[src/rtl/spike_pkg.sv]
// Shared definitions for the time-to-first-spike encoder.
//   DEF_NUM_SPIKES / DEF_TIME_PERIOD : default lane count and gamma length
//   spike_time_t                     : per-lane spike time at the default width
//   NO_SPIKE                         : time value that never fires
//   enc_state_t                      : encoder FSM states
package spike_pkg;

  localparam int DEF_NUM_SPIKES = 8;
  localparam int DEF_TIME_PERIOD = 16;

  localparam int DEF_TBITS = $clog2(DEF_TIME_PERIOD) + 1;

  typedef logic [DEF_TBITS-1:0] spike_time_t;

  // Any value >= TIME_PERIOD is silent; TIME_PERIOD itself is the canonical one.
  localparam spike_time_t NO_SPIKE = spike_time_t'(DEF_TIME_PERIOD);

  typedef enum logic {
    IDLE = 1'b0,
    RUN  = 1'b1
  } enc_state_t;

endpackage

[src/rtl/spike_lane.sv]
// One encoder lane: holds the active spike time for the current gamma and
// pulses when the shared step counter reaches it.
//   clk, rst_l : clock, asynchronous active-low reset
//   load_i     : capture time_i as the active time (start of a gamma)
//   time_i     : spike time from the shadow buffer
//   step_i     : current step within the gamma
//   busy_i     : gamma in progress
//   spike_o    : one-step spike pulse
module spike_lane #(
  parameter int TIME_PERIOD = 16,
  parameter int TBITS       = $clog2(TIME_PERIOD) + 1
) (
  input  logic             clk,
  input  logic             rst_l,
  input  logic             load_i,
  input  logic [TBITS-1:0] time_i,
  input  logic [TBITS-1:0] step_i,
  input  logic             busy_i,
  output logic             spike_o
);

  localparam logic [TBITS-1:0] SILENT_TIME = TBITS'(TIME_PERIOD);

  logic [TBITS-1:0] time_q;
  logic [TBITS-1:0] time_d;

  always_comb begin
    time_d = time_q;
    if (load_i) time_d = time_i;
  end

  always_ff @(posedge clk or negedge rst_l) begin
    if (!rst_l) time_q <= SILENT_TIME;
    else        time_q <= time_d;
  end

  // step_i never exceeds TIME_PERIOD-1, so out-of-range times can never match.
  assign spike_o = busy_i && (time_q == step_i);

endmodule

[src/rtl/spike_time_encoder.sv]
// Time-to-first-spike encoder. Accepts a vector of per-lane spike times over a
// valid/ready handshake into a shadow buffer, then replays it as one gamma of
// TIME_PERIOD steps; lane i pulses once, at the step equal to its time.
// The shadow buffer loads while a gamma runs, so gammas can run back-to-back.
//   clk, rst_l  : clock, asynchronous active-low reset
//   in_valid    : in_times valid
//   in_ready    : shadow buffer empty (registered)
//   in_times    : packed per-lane spike times, lane i at [i*TBITS +: TBITS]
//   spikes_out  : one-step spike pulses
//   step        : current step within the gamma
//   gamma_start : high during step 0 of each gamma
//   gamma_done  : high during the last step of each gamma
//   busy        : gamma in progress
module spike_time_encoder
  import spike_pkg::*;
#(
  parameter int NUM_SPIKES  = DEF_NUM_SPIKES,
  parameter int TIME_PERIOD = DEF_TIME_PERIOD,
  parameter int TBITS       = $clog2(TIME_PERIOD) + 1
) (
  input  logic                        clk,
  input  logic                        rst_l,
  input  logic                        in_valid,
  output logic                        in_ready,
  input  logic [NUM_SPIKES*TBITS-1:0] in_times,
  output logic [NUM_SPIKES-1:0]       spikes_out,
  output logic [TBITS-1:0]            step,
  output logic                        gamma_start,
  output logic                        gamma_done,
  output logic                        busy
);

  localparam logic [TBITS-1:0] LAST_STEP = TBITS'(TIME_PERIOD - 1);

  enc_state_t                  state_q, state_d;
  logic [TBITS-1:0]            step_q, step_d;
  logic [NUM_SPIKES*TBITS-1:0] shadow_q, shadow_d;
  logic                        shadow_full_q, shadow_full_d;
  logic                        in_ready_q;
  logic                        load_active;
  logic                        accept;

  // in_ready is a register, so acceptance never depends combinationally on in_valid.
  assign accept = in_valid && in_ready_q;

  always_comb begin
    state_d       = state_q;
    step_d        = step_q;
    load_active   = 1'b0;
    shadow_full_d = shadow_full_q;
    shadow_d      = shadow_q;

    unique case (state_q)
      IDLE: begin
        if (shadow_full_q) begin
          load_active = 1'b1;
          step_d      = '0;
          state_d     = RUN;
        end
      end
      RUN: begin
        if (step_q == LAST_STEP) begin
          step_d = '0;
          // A waiting vector starts immediately: no gap cycle between gammas.
          if (shadow_full_q) load_active = 1'b1;
          else               state_d     = IDLE;
        end else begin
          step_d = step_q + TBITS'(1);
        end
      end
      default: state_d = IDLE;
    endcase

    // accept needs an empty shadow and load_active a full one, so they never coincide.
    if (load_active) shadow_full_d = 1'b0;
    if (accept) begin
      shadow_full_d = 1'b1;
      shadow_d      = in_times;
    end
  end

  always_ff @(posedge clk or negedge rst_l) begin
    if (!rst_l) begin
      state_q       <= IDLE;
      step_q        <= '0;
      shadow_q      <= '0;
      shadow_full_q <= 1'b0;
      in_ready_q    <= 1'b1;
    end else begin
      state_q       <= state_d;
      step_q        <= step_d;
      shadow_q      <= shadow_d;
      shadow_full_q <= shadow_full_d;
      in_ready_q    <= !shadow_full_d;
    end
  end

  assign busy        = (state_q == RUN);
  assign step        = step_q;
  assign in_ready    = in_ready_q;
  assign gamma_start = busy && (step_q == '0);
  assign gamma_done  = busy && (step_q == LAST_STEP);

  generate
    for (genvar gi = 0; gi < NUM_SPIKES; gi++) begin : g_lane
      spike_lane #(
        .TIME_PERIOD (TIME_PERIOD),
        .TBITS       (TBITS)
      ) u_lane (
        .clk     (clk),
        .rst_l   (rst_l),
        .load_i  (load_active),
        .time_i  (shadow_q[gi*TBITS +: TBITS]),
        .step_i  (step_q),
        .busy_i  (busy),
        .spike_o (spikes_out[gi])
      );
    end
  endgenerate

endmodule

[config.mk]
export PLATFORM = sky130hd
export DESIGN_NAME = spike_time_encoder
export DESIGN_NICKNAME = d
export VERILOG_FILES = /design/src/rtl/spike_pkg.sv /design/src/rtl/spike_lane.sv /design/src/rtl/spike_time_encoder.sv
export SDC_FILE = /design/constraint.sdc
export NUM_CORES = 1
export LEC_CHECK = 0
export BUFFER_PORTS_ARGS = -buffer_cell sky130_fd_sc_hd__buf_2
export CAP_MARGIN = 20
export CORE_UTILIZATION = 51
export DETAILED_ROUTE_END_ITERATION = 10
export PLACE_DENSITY = 0.75
export SLEW_MARGIN = 25
export SYNTH_ARGS = -nofsm -noshare
export SYNTH_HDL_FRONTEND = slang
export SYNTH_SLANG_ARGS = --single-unit
[constraint.sdc]
create_clock -name clk -period 1.49 [get_ports clk]
set_input_delay 0.0745 -clock clk [delete_from_list [all_inputs] [get_ports clk]]
set_output_delay 0.0745 -clock clk [all_outputs]
set_load 0.02 [all_outputs]
# Word level (Yosys, flattened, before mapping)
# Index checks and enable logic that the tools add are counted.
# W data, S select, Z words.
[totals]
reg_bits = 88
input_bits = 43
out_inout_bits = 17
elab_cells = 48
[classes]
n_addsub = 1
n_eq_ne = 10
mux = 10
bitwise = 1
reduce_logical = 13
[op_table]
columns = ["operator", "n"]
rows = [
  ["$eq A5 B5 Y1", 8],
  ["$logic_and A1 B1 Y1", 11],
  ["$mux W5", 2],
  ["$pmux W5 S2", 1],
  ["$add A5 B1 Y5 const B", 1],
  ["$eq A5 B4 Y1 const B", 1],
  ["$logic_not A5 Y1", 1],
  ["$mux W1", 5],
  ["$pmux W1 S2", 2],
  ["$ne A2 B2 Y1 const B", 1],
  ["$logic_not A1 Y1", 1],
  ["$not A1 Y1", 1],
]

# Depth between registers and ports, before layout
# Gate-level depths: netlist of run 1.
[depth]
ltp_word = 6
ltp_mapped = 6
ltp_nobuf = 4

# Hierarchy
# A second synthesis of run 1 with hierarchy kept.
[hier_totals]
cells_unflattened = 258
area_unflattened_um2 = 3776.1
[by_module_without_submodules]
columns = ["mod", "n_inst", "cells_per_inst", "area_per_inst_um2", "seq_area_each_um2"]
rows = [
  ["spike_lane", 8, 17, 239.0, 126.4],
  ["spike_time_encoder", 1, 122, 1864.3, 1202.4],
]

# Worst setup path after synthesis of run 1
# OpenSTA, ideal clock, no wires.
[synth_timing]
path_kind = "register to register"
from = "register step_q[0], in the netlist step[0]"
to = "register g_lane[4].u_lane.time_q[0]"
setup_ps = 125
t_arrival_ps = 1639
slack_ps = -274
path_stages_with_launch = 6
path_buffers = 1
cell_sequence = "dfrtp_1 > ha_1 > nand4b_4 > a21oi_4 > buf_6 > mux2_4"
[synth_between]
elab_chain_cells = 3
[synth_rtl]
columns = ["element", "line_no", "text"]
rows = [
  ["start, declared", "spike_time_encoder.sv:36", "logic [TBITS-1:0] step_q, step_d;"],
  ["start signal, assigned", "spike_time_encoder.sv:91", "step_q <= step_d;"],
  ["$eq A5 B4 Y1", "spike_time_encoder.sv:62", "if (step_q == LAST_STEP) begin"],
  ["$mux W1", "spike_time_encoder.sv:62", ""],
  ["$pmux W1 S2", "spike_time_encoder.sv:53", "unique case (state_q)"],
  ["end signal, assigned", "spike_lane.sv:34", "else time_q <= time_d;"],
  ["end, declared", "spike_lane.sv:24", "logic [TBITS-1:0] time_q;"],
]
# Every way passes these cells.
# A chain may end at the register's enable or synchronous reset.

# Worst setup path in the final report of run 1
[layout_timing]
from = "register step_q[1], in the netlist step[1]"
to = "output spikes_out[1]"
[layout_between]
elab_chain_cells = 2
[layout_rtl]
columns = ["element", "line_no", "text"]
rows = [
  ["$eq A5 B5 Y1", "spike_lane.sv:38", "assign spike_o = busy_i && (time_q == step_i);"],
  ["$logic_and A1 B1 Y1", "spike_lane.sv:38", ""],
  ["end, declared", "spike_time_encoder.sv:26", "output logic [NUM_SPIKES-1:0] spikes_out,"],
]
# Every way passes these cells.

==> summary.txt, run 1 <==
Outcome
  – Status: finished, violations left
  – Failing checks: setup timing

Synth
  – Synth Register Bits: 88
  – Post-synth EDFFs: 0
  – Share of the synthesized area in the top cell type: 49.2%
  – Post-Syn Nets: 325
  – Ys flop type: dfrtp_1
  – Cell variety after synth: 29
  – Yosys top cell by area: dfrtp_1
  – Syn avg cell area: 14.3 µm²
  – FFs w/ async S/R, synth: 100%
  – Top cells by area, synth: dfrtp_1 49%, mux2_2 17%, mux2_4 7.5%, xor2_1 7.2%, dfstp_2 5.9%
  – Seq/Total Area, Yosys: 55.1%
  – Simple-gate share of the synthesized area: 4.86%
  – Post-Synth Adder-Cell Area: 0.623%
  – Mapped cell area: 4020 µm²
  – Most common cell in the netlist: dfrtp_1
  – Main combinational cell family by area after synthesis: multiplexers
  – Post-synth top cells: 79 x dfrtp_1, 59 x mux2_2, 33 x xor2_1
  – Syn Inst Count: 280
  – Synth Area in Compound Gates: 1.59%
  – Synth Area in XOR/XNOR: 8.94%
  – Post-synthesis mux area share: 24.3%
  – YS warnings: 0

Placed design
  – GP Congestion: 0.788
  – Final HPWL DP: 4740 µm
  – Port Buffers: 59
  – Worst slack at placement: -0.0830 ns
  – Dpl cells: 433

Floorplanning
  – Die X: 90.7 µm
  – Die footprint: 8230 µm²
  – Die height: 90.7 µm
  – # rows: 31
  – CORE AREA: 7450 µm²
  – Starting density of the core: 53.9%
  – IO Pins: 60

Clock tree
  – H-tree Lvls: 3
  – Clk root buf: clkbuf_8
  – Clock Pin Slew Worst Setup and Hold Paths: 0.09 ns
  – TritonCTS Buffers: 9
  – CTS tree: built
  – Clock Tree Buf Depth: 2
  – Clock latency on the worst-skew pair: 0.37 ns
  – Sink Count: 88

STA
  – Clock skew: 0.00960 ns
  – Max Fclk: 536 MHz
  – Minimum clock period: 1.87 ns
  – Relative slew slack: 69.3%
  – Slew Viols, Final: 0
  – Final setup margin: -0.376 ns
  – Final Hold Fails: 0
  – WHS: 0.171 ns
  – RSZ-0062 raised after global routing: true
  – Final-report setup violation count: 52
  – Period utilization: 125%
  – Worst Tran Pin Value: 0.460 ns

Power
  – Switch share: 33.6%
  – Net Sw Power: 0.00384 W
  – Sequential power share: 40.0%
  – Power share of the clock group: 13.1%
  – Leak: 2.67 nW
  – P_int: 0.00760 W
  – Comb pwr share: 46.9%
  – Pwr per Cell Area: 1980 nW/µm²
  – Worst VDD drop: 0.00111 V

Detailed routing
  – Drt pass-1 iters: 4
  – Avg Vias per Cell: 5.20
  – Vias: 2,703
  – Wire per inst: 17.9 µm
  – DRC violations left: 0
  – DRT Wirelength: 9300 µm
  – Detailed Route Iter0 Violations: 84
  – Post-route ant nets: 0

Critical path
  – Slowest-stage cell, CP: dfrtp_2
  – FF-to-FF path depth: 7
  – Crit-path most repeated cell: buf_6
  – Crit. End Element: output pin
  – Critical path class: reg -> out
  – CP startpoint kind: flip-flop
  – CP cell instances: buf_6 > xor2_2 > nor4_2 > and3_1 > buf_6
  – Worst Path Required: 1.42 ns
  – CP arrival: 1.79 ns
  – Crit Path Max Fanout: 6
  – Reg2reg setup slack: -0.30 ns
  – Largest stage delay, worst path: 0.46 ns

Final layout
  – Area grow syn2layout: 43.5%
  – Final nets: 461
  – Proportion of layout cells with a drive suffix above 1: 56.1%
  – ANT cells: 0
  – # fillers: 435
  – Final cell count without fillers: 520

GRT
  – Vias in the first global route: 2,859
  – Initial antenna violation count: 0
  – First-pass GRT wire length: 14,900 µm
  – Gr usage total: 23.9%
  – Largest net degree at the start of global routing: 43
  – Grt total ovfl: 0

Run
  – Max-cap violations: 0

Worst hold path
  – Tightest Hold Check Type: in -> reg
  – Hold path cells: 4
-- power by group through the flow --
stage	sequential, W	clock (W)	combinational, W
3_5_place_dp	0.00452	0	0.00385
5_1_grt	0.00472	0.00163	0.00572
3_3_place_gp	0.00448	0	0.00373
2_1_floorplan	0.00434	0	0.00305
4_1_cts	0.00451	0.00150	0.00502
6_report	0.00458	0.00150	0.00536
-- critical path: cells and delay by family, from the launching register on --
family / cells / cell delay [ns]
simple gates: 2 / 0.51
flops: 1 / 0.46
buf+inv: 2 / 0.29
xor+xnor: 1 / 0.16
-- cell usage in the layout (no fill, tap or decap), drive strengths merged --
master | synthesis | layout
ha | 2 | 2
dfstp | 9 | 9
nand2b | 2 | 2
a21oi | 2 | 2
nor2b | 1 | 1
a31oi | 1 | 1
inv | 4 | 5
o21ai | 3 | 3
dlygate4sd3 | 0 | 41
nand2 | 7 | 7
xnor2 | 8 | 8
o22ai | 1 | 1
mux2 | 80 | 80
clkbuf | 1 | 11
buf | 23 | 108
dfrtp | 79 | 79
xor2 | 33 | 33
clkinvlp | 0 | 1
o21a | 1 | 1
and3 | 8 | 8
nand3 | 2 | 2
nand4b | 1 | 1
nor4 | 8 | 8
o31ai | 1 | 1
nor4b | 1 | 1
clkinv | 0 | 3
nor2 | 2 | 2
-- kinds of logic after synthesis --
logic type	Yosys count
flip-flops	88
adder cells (fa/ha/maj)	2
XOR/XNOR	41
buffers and inverters	28
AND/OR/NAND/NOR	32
multiplexers	80
AO/OA/AOI/OAI	9
-- through the flow --
| step | area (µm²) | total power, W | util (%) | TNS, ns |
|---|---|---|---|---|
| after floorplan | 4050 | 0.00740 | - | -2.72 |
| after global placement | 4510 | 0.00821 | 60.5 | -0.168 |
| after detailed placement | 4510 | 0.00838 | 60.5 | -1.57 |
| after CTS | 5680 | 0.0110 | 76.3 | -9.12 |
| after global routing | 5760 | 0.0121 | 77.4 | -15.79 |
| final | 5760 | 0.0114 | 77.4 | -13.80 |
-- sequential cells by signal (all words and copies together) (netlist names) --
register,count
in_ready,1
shadow_q,40
busy,1
step,5
shadow_full_q,1
g_lane.u_lane.time_q,40
-- per-layer routing --
| metal | global-route usage, % | part of all wire, % | wire, µm | up-vias |
|---|---|---|---|---|
| met5 | 0 | 0 | 0 | - |
| met1 | 32.7 | 45 | 4190 | 1379 |
| met2 | 37.7 | 48 | 4480 | 78 |
| met3 | 5.47 | 4.6 | 426 | 16 |
| li1 | - | - | - | 1230 |
| met4 | 8.06 | 2.1 | 199 | 0 |
-- timing repair --
item | 4_1_cts | 5_1_grt
buffers inserted | 22 | 10
setup endpoints to repair | 47 | 54
hold buffers | 41 | 0
gates cloned | 7 | 0
hold endpoints to repair | 72 | 0
pin swaps | 26 | 15
resized for setup | 72 | 31
-- final cells by class --
| type | count | area (µm²) | share of cell area [%] |
|---|---|---|---|
| clock buffer | 11 | 141 | 2.45 |
| clock inverter | 5 | 31.3 | 0.543 |
| inverter | 4 | 17.5 | 0.304 |
| multi-input combinational | 164 | 1820 | 31.6 |
| sequential | 88 | 2220 | 38.5 |
| tap | 99 | 124 | 2.15 |
| timing repair buffer | 149 | 1410 | 24.4 |
-- final timing paths --
kind / from / to
worst min register to register: shadow_q[20] / g_lane[4].u_lane.time_q[0]
worst max-delay path: step[1] / spikes_out[1]
worst min-delay path: in_valid / in_ready
min in group asynchronous: rst_l / g_lane[2].u_lane.time_q[3]
max in group asynchronous: rst_l / g_lane[1].u_lane.time_q[4]
worst max register to register: step[1] / g_lane[1].u_lane.time_q[0]
No activity file was read; power rests on OpenSTA's default activity.
==> run 2: changes to the inputs <==
--- a/config.mk
+++ b/config.mk
@@ -7,9 +7,10 @@
 export LEC_CHECK = 0
 export BUFFER_PORTS_ARGS = -buffer_cell sky130_fd_sc_hd__buf_2
 export CAP_MARGIN = 20
-export CORE_UTILIZATION = 51
+export CORE_UTILIZATION = 53
+export CTS_BUF_LIST = sky130_fd_sc_hd__clkbuf_8
 export DETAILED_ROUTE_END_ITERATION = 10
-export PLACE_DENSITY = 0.75
+export PLACE_DENSITY = 0.78
 export SLEW_MARGIN = 25
 export SYNTH_ARGS = -nofsm -noshare
 export SYNTH_HDL_FRONTEND = slang
==> run 2 against run 1 <==
Effect of this change:
- the run still ends with setup timing left
- via count decreased by 0.85%
- total power increased by 0.54%
- sequential power about the same
- sequential cell count unchanged
- critical path depth unchanged
- design area decreased by 1.7%
- routed wire length decreased by 1.8%
- clock power increased by 15%
- combinational power decreased by 3%
- critical path type unchanged
==> summary.txt, run 2 (same netlist as run 1, synthesis figures left out) <==
Outcome
  – Status: finished, violations left
  – Failing checks: setup timing

Critical path
  – Crit Path Max Fanout: 4
  – CP startpoint kind: flip-flop
  – Largest stage delay, worst path: 0.47 ns
  – Slowest-stage cell, CP: dfrtp_2
  – CP cell instances: buf_6 > xor2_1 > nor4_1 > and3_1 > buf_6
  – Reg2reg setup slack: -0.25 ns
  – Crit. End Element: output pin
  – Critical path class: reg -> out
  – Crit-path most repeated cell: buf_6
  – FF-to-FF path depth: 7
  – Worst Path Required: 1.42 ns
  – CP arrival: 1.81 ns

Clock tree
  – CTS tree: built
  – Sink Count: 88
  – Clock Pin Slew Worst Setup and Hold Paths: 0.09 ns
  – Clock latency on the worst-skew pair: 0.36 ns
  – TritonCTS Buffers: 9
  – Clk root buf: clkbuf_8
  – H-tree Lvls: 3
  – Clock Tree Buf Depth: 2

Placed design
  – GP Congestion: 0.761
  – Port Buffers: 59
  – Placement Cell Area: 4510 µm²
  – Worst slack at placement: -0.0707 ns
  – Final HPWL DP: 5000 µm

STA
  – Minimum clock period: 1.88 ns
  – Final-report setup violation count: 50
  – Final Hold Fails: 0
  – Slew Viols, Final: 0
  – RSZ-0062 raised after global routing: true
  – Setup tns final: -11.07 ns
  – WHS: 0.196 ns
  – Worst Tran Pin Value: 0.419 ns
  – Clock skew: 0.0125 ns
  – Final setup margin: -0.394 ns
  – Max Fclk: 531 MHz
  – Period utilization: 126%
  – Relative slew slack: 72.0%

Floorplanning
  – Starting density of the core: 55.1%
  – # rows: 31
  – Die X: 89.1 µm
  – IO Pins: 60
  – CORE AREA: 7290 µm²
  – Die height: 89.1 µm
  – Die footprint: 7930 µm²

GRT
  – Initial antenna violation count: 0
  – Met1 Resource Use GR: 30.0%
  – Grt total ovfl: 0
  – Layer with the highest usage: met2
  – Global Route met2 Usage: 43.3%
  – First-pass GRT wire length: 14,300 µm
  – Met3 Use GR: 5.82%
  – Gr usage total: 25.2%
  – Largest net degree at the start of global routing: 43
  – Vias in the first global route: 2,850

Run
  – Max-cap violations: 0

Detailed routing
  – Detailed Route Iter0 Violations: 109
  – Post-route ant nets: 0
  – DRC violations left: 0
  – Avg Vias per Cell: 5.20
  – Vias: 2,680
  – DRT Wirelength: 9130 µm
  – Wire per inst: 17.7 µm
  – Drt pass-1 iters: 4

Final layout
  – Area grow syn2layout: 41.0%
  – ANT cells: 0
  – Final instance area: 5660 µm²
  – Commonest cells after routing, fill and taps aside: 74 x dfrtp_1, 48 x buf_2, 41 x dlygate4sd3_1
  – Proportion of layout cells with a drive suffix above 1: 53.8%
  – Core Util, Final: 77.7%
  – Final nets: 456
  – Commonest non-fill, non-tap cell in the layout: dfrtp_1

Worst hold path
  – Tightest Hold Check Type: in -> async

Power
  – Worst VDD drop: 0.000912 V
  – Leak: 2.64 nW
  – Pwr per Cell Area: 2030 nW/µm²
[run 2: cell count changes in the layout (fill, tap and decap cells not counted), moves of 2 or more]
cell	delta
buf_4	+6
clkinv_2	-3
inv_1	+2
clkinvlp_4	+2
buf_6	-10
buf_12	-2
[run 2: where the power goes]
part	switching (W)	total (W)	internal, W
clock network	0.000861	0.00172	0.000861
registers	0.000881	0.00456	0.00368
logic	0.00205	0.00522	0.00317
[run 2: worst paths after layout]
check	startpoint	end
min reg2reg	shadow_q[8]	g_lane[1].u_lane.time_q[3]
min	rst_l	g_lane[3].u_lane.time_q[1]
max in group asynchronous	rst_l	in_ready
max reg2reg	step[1]	g_lane[0].u_lane.time_q[2]
min in group clk	in_valid	in_ready
max	step[3]	spikes_out[3]
[run 2: metal layers]
layer | vias to the layer above | part of all wire, %
met5 | - | 0
met3 | 18 | 3.6
met4 | 0 | 2.6
met1 | 1366 | 43
li1 | 1221 | -
met2 | 75 | 51
[run 2: repair_timing]
item / CTS / global route
hold endpoints to repair: 93 / 0
resized for setup: 67 / 22
hold buffers: 41 / 0
cloned: 4 / 0
pin swaps: 20 / 11
endpoints found under the setup margin: 40 / 50
buffers inserted: 14 / 10
[run 2: cell type report]
cell class,count,area [µm²]
tap,99,124
clock inverter,5,56.3
inverter,4,17.5
clock buffer,11,151
sequential,88,2220
timing repair buffer,144,1320
fill,437,1630
multi-input combinational,164,1780
[run 2: critical path: cells and delay by family (launching register included)]
kind / cells / cell delay [ns]
AND/OR/NAND/NOR: 2 / 0.55
XOR/XNOR: 1 / 0.15
flip-flops: 1 / 0.47
buffers and inverters: 2 / 0.27
[run 2: per-stage QoR]
stage / total power [W] / cells
finish: 0.0115 / 515
global route: 0.0121 / 515
CTS: 0.0111 / 510
detailed placement: 0.00841 / 435
global placement: 0.00820 / 435
floorplan: 0.00740 / 280
==> run 3: changes to the inputs <==
==> constraint.sdc (replaced) <==
create_clock -name clk -period 1.55 [get_ports clk]
set_input_delay 0.0775 -clock clk [delete_from_list [all_inputs] [get_ports clk]]
set_output_delay 0.0775 -clock clk [all_outputs]
set_load 0.02 [all_outputs]
==> run 3 against run 2 <==
Effect of this change:
- non-clock buffer count stayed put
- largest power group unchanged
- clock-buffer cell count is 2 lower
- core utilization is 0.33 points lower
- worst hold slack better by 0.0050 ns
- sequential share of layout area is 0.14 points higher
- design area is 0.42% lower
- sequential power is 3% lower
- highest routed layer unchanged
- routed wire length is 8.0% higher
- clock power hardly changed
- critical endpoint is now spikes_out[7]
- the run still ends with setup timing left
==> summary.txt, run 3 (same netlist as run 1, synthesis figures left out) <==
GRT
  – Vias in the first global route: 2,895
  – Grt total ovfl: 0
  – Largest net degree at the start of global routing: 43
  – Initial antenna violation count: 0
  – Gr usage total: 24.6%
  – First-pass GRT wire length: 14,000 µm

Placed design
  – Dpl cells: 436
  – Port Buffers: 59
  – GP Congestion: 0.776
  – Worst slack at placement: -0.0326 ns
  – Final HPWL DP: 5030 µm

STA
  – RSZ-0062 raised after global routing: true
  – WHS: 0.201 ns
  – Clock skew: 0.0224 ns
  – Minimum clock period: 1.85 ns
  – Slew Viols, Final: 0
  – Period utilization: 119%
  – Max Fclk: 542 MHz
  – Final Hold Fails: 0
  – Final setup margin: -0.296 ns
  – Relative slew slack: 70.2%
  – Final-report setup violation count: 49
  – Worst Tran Pin Value: 0.447 ns

Critical path
  – Crit Path Max Fanout: 4
  – CP startpoint kind: flip-flop
  – Worst setup path startpoint: step[2]
  – Crit. End Element: output pin
  – Worst Path Required: 1.47 ns
  – Critical path class: reg -> out
  – CP arrival: 1.77 ns
  – Worst reg2reg path startpoint: step[1]

Outcome
  – Failing checks: setup timing
  – Status: finished, violations left

Power
  – Switch share: 33.4%
  – P_int: 0.00743 W
  – Pwr per Cell Area: 1980 nW/µm²
  – Net Sw Power: 0.00372 W
  – Comb pwr share: 45.2%
  – Power share of the clock group: 15.3%
  – Worst VDD drop: 0.000937 V
  – Sequential power share: 39.5%
  – Leak: 2.64 nW

Floorplanning
  – # rows: 31
  – IO Pins: 60
  – Starting density of the core: 55.1%
  – Die X: 89.1 µm
  – Die height: 89.1 µm
  – CORE AREA: 7290 µm²
  – Die footprint: 7930 µm²

Final layout
  – Commonest non-fill, non-tap cell in the layout: dfrtp_1
  – ANT cells: 0
  – Proportion of layout cells with a drive suffix above 1: 53.8%
  – Area grow syn2layout: 40.4%
  – Final nets: 456
  – Final cell count without fillers: 515
  – Commonest cells after routing, fill and taps aside: 75 x dfrtp_1, 48 x buf_2, 41 x dlygate4sd3_1
  – # fillers: 426
  – Footprint of the multi-input gates: 1790 µm²
  – Seq. cell area: 2220 µm²

Clock tree
  – Clock Tree Buf Depth: 2
  – Clock latency on the worst-skew pair: 0.36 ns
  – TritonCTS Buffers: 9
  – Clk root buf: clkbuf_8
  – CTS tree: built
  – Clock Pin Slew Worst Setup and Hold Paths: 0.09 ns
  – Sink Count: 88
  – H-tree Lvls: 3

Detailed routing
  – Drt pass-1 iters: 4
  – DRT Wirelength: 9860 µm
  – Avg Vias per Cell: 5.22
  – DRC violations left: 0
  – Wire per inst: 19.1 µm
  – Post-route ant nets: 0
  – Vias: 2,688
  – Detailed Route Iter0 Violations: 147

Worst hold path
  – Tightest Hold Check Type: in -> async

Run
  – Max-cap violations: 0
==> run 3: cell types whose count changed in the layout (fill, tap and decap cells not counted), sizes merged <==
cell	delta
bufinv	+1
inv	+2
clkinv	+1
clkbuf	-2
clkinvlp	-2
==> run 3: final timing paths <==
| kind | to | slack (ns) | cells after the start |
|---|---|---|---|
| max reg2reg | g_lane[4].u_lane.time_q[1] | -0.21 | 8 |
| max | spikes_out[7] | -0.30 | 6 |
| max in group asynchronous | g_lane[4].u_lane.time_q[4] | 0.67 | 3 |
| min in group clk | shadow_full_q | 0.20 | 4 |
| min reg2reg | g_lane[0].u_lane.time_q[4] | 0.50 | 1 |
| min | g_lane[2].u_lane.time_q[3] | 0.20 | 2 |
==> run 3: power groups by stage <==
stage	clock [W]	sequential (W)	combinational [W]
CTS	0.00169	0.00429	0.00442
floorplan	0	0.00417	0.00292
finish	0.00170	0.00441	0.00504
global route	0.00183	0.00452	0.00536
detailed placement	0	0.00434	0.00370
global placement	0	0.00430	0.00353
==> run 3: layout make-up <==
| class | instances | area share, % |
|---|---|---|
| timing repair buffer | 144 | 22.6 |
| clock inverter | 7 | 1.49 |
| multi-input combinational | 164 | 31.8 |
| clock buffer | 9 | 2.20 |
| inverter | 4 | 0.355 |
| tap | 99 | 2.20 |
| sequential | 88 | 39.3 |
==> run 3: metal layers <==
metal / wire length [µm] / GRT usage (%)
met5: 0 / 0
met4: 205 / 14.9
met3: 263 / 4.71
met2: 5200 / 42.8
met1: 4190 / 28.2
==> run 3: what timing repair did <==
action | 4_1_cts | 5_1_grt
endpoints found under the setup margin | 37 | 50
hold buffers | 41 | 0
hold endpoints to repair | 70 | 0
pin swaps | 27 | 13
buffers inserted | 15 | 9
resized for setup | 53 | 41
gates cloned | 2 | 0
==> run 3: worst max-delay path, cell delays in order, from the launching register on <==
cell and delay, ns:
dfrtp_2 0.45, buf_6 0.15, buf_6 0.11, xor2_1 0.15, nor4_1 0.20, and3_1 0.23
buf_6 0.12
==> run 3: metrics by stage <==
stage | TNS (ns) | power [W] | util (%) | area (µm²)
final | -7.68 | 0.0112 | 77.3 | 5640
after global routing | -10.23 | 0.0117 | 77.3 | 5640
after CTS | -6.37 | 0.0104 | 74.7 | 5450
after detailed placement | -0.171 | 0.00804 | 61.6 | 4490
after global placement | 0 | 0.00783 | 61.6 | 4490
after floorplan | -0.534 | 0.00709 | - | 4050
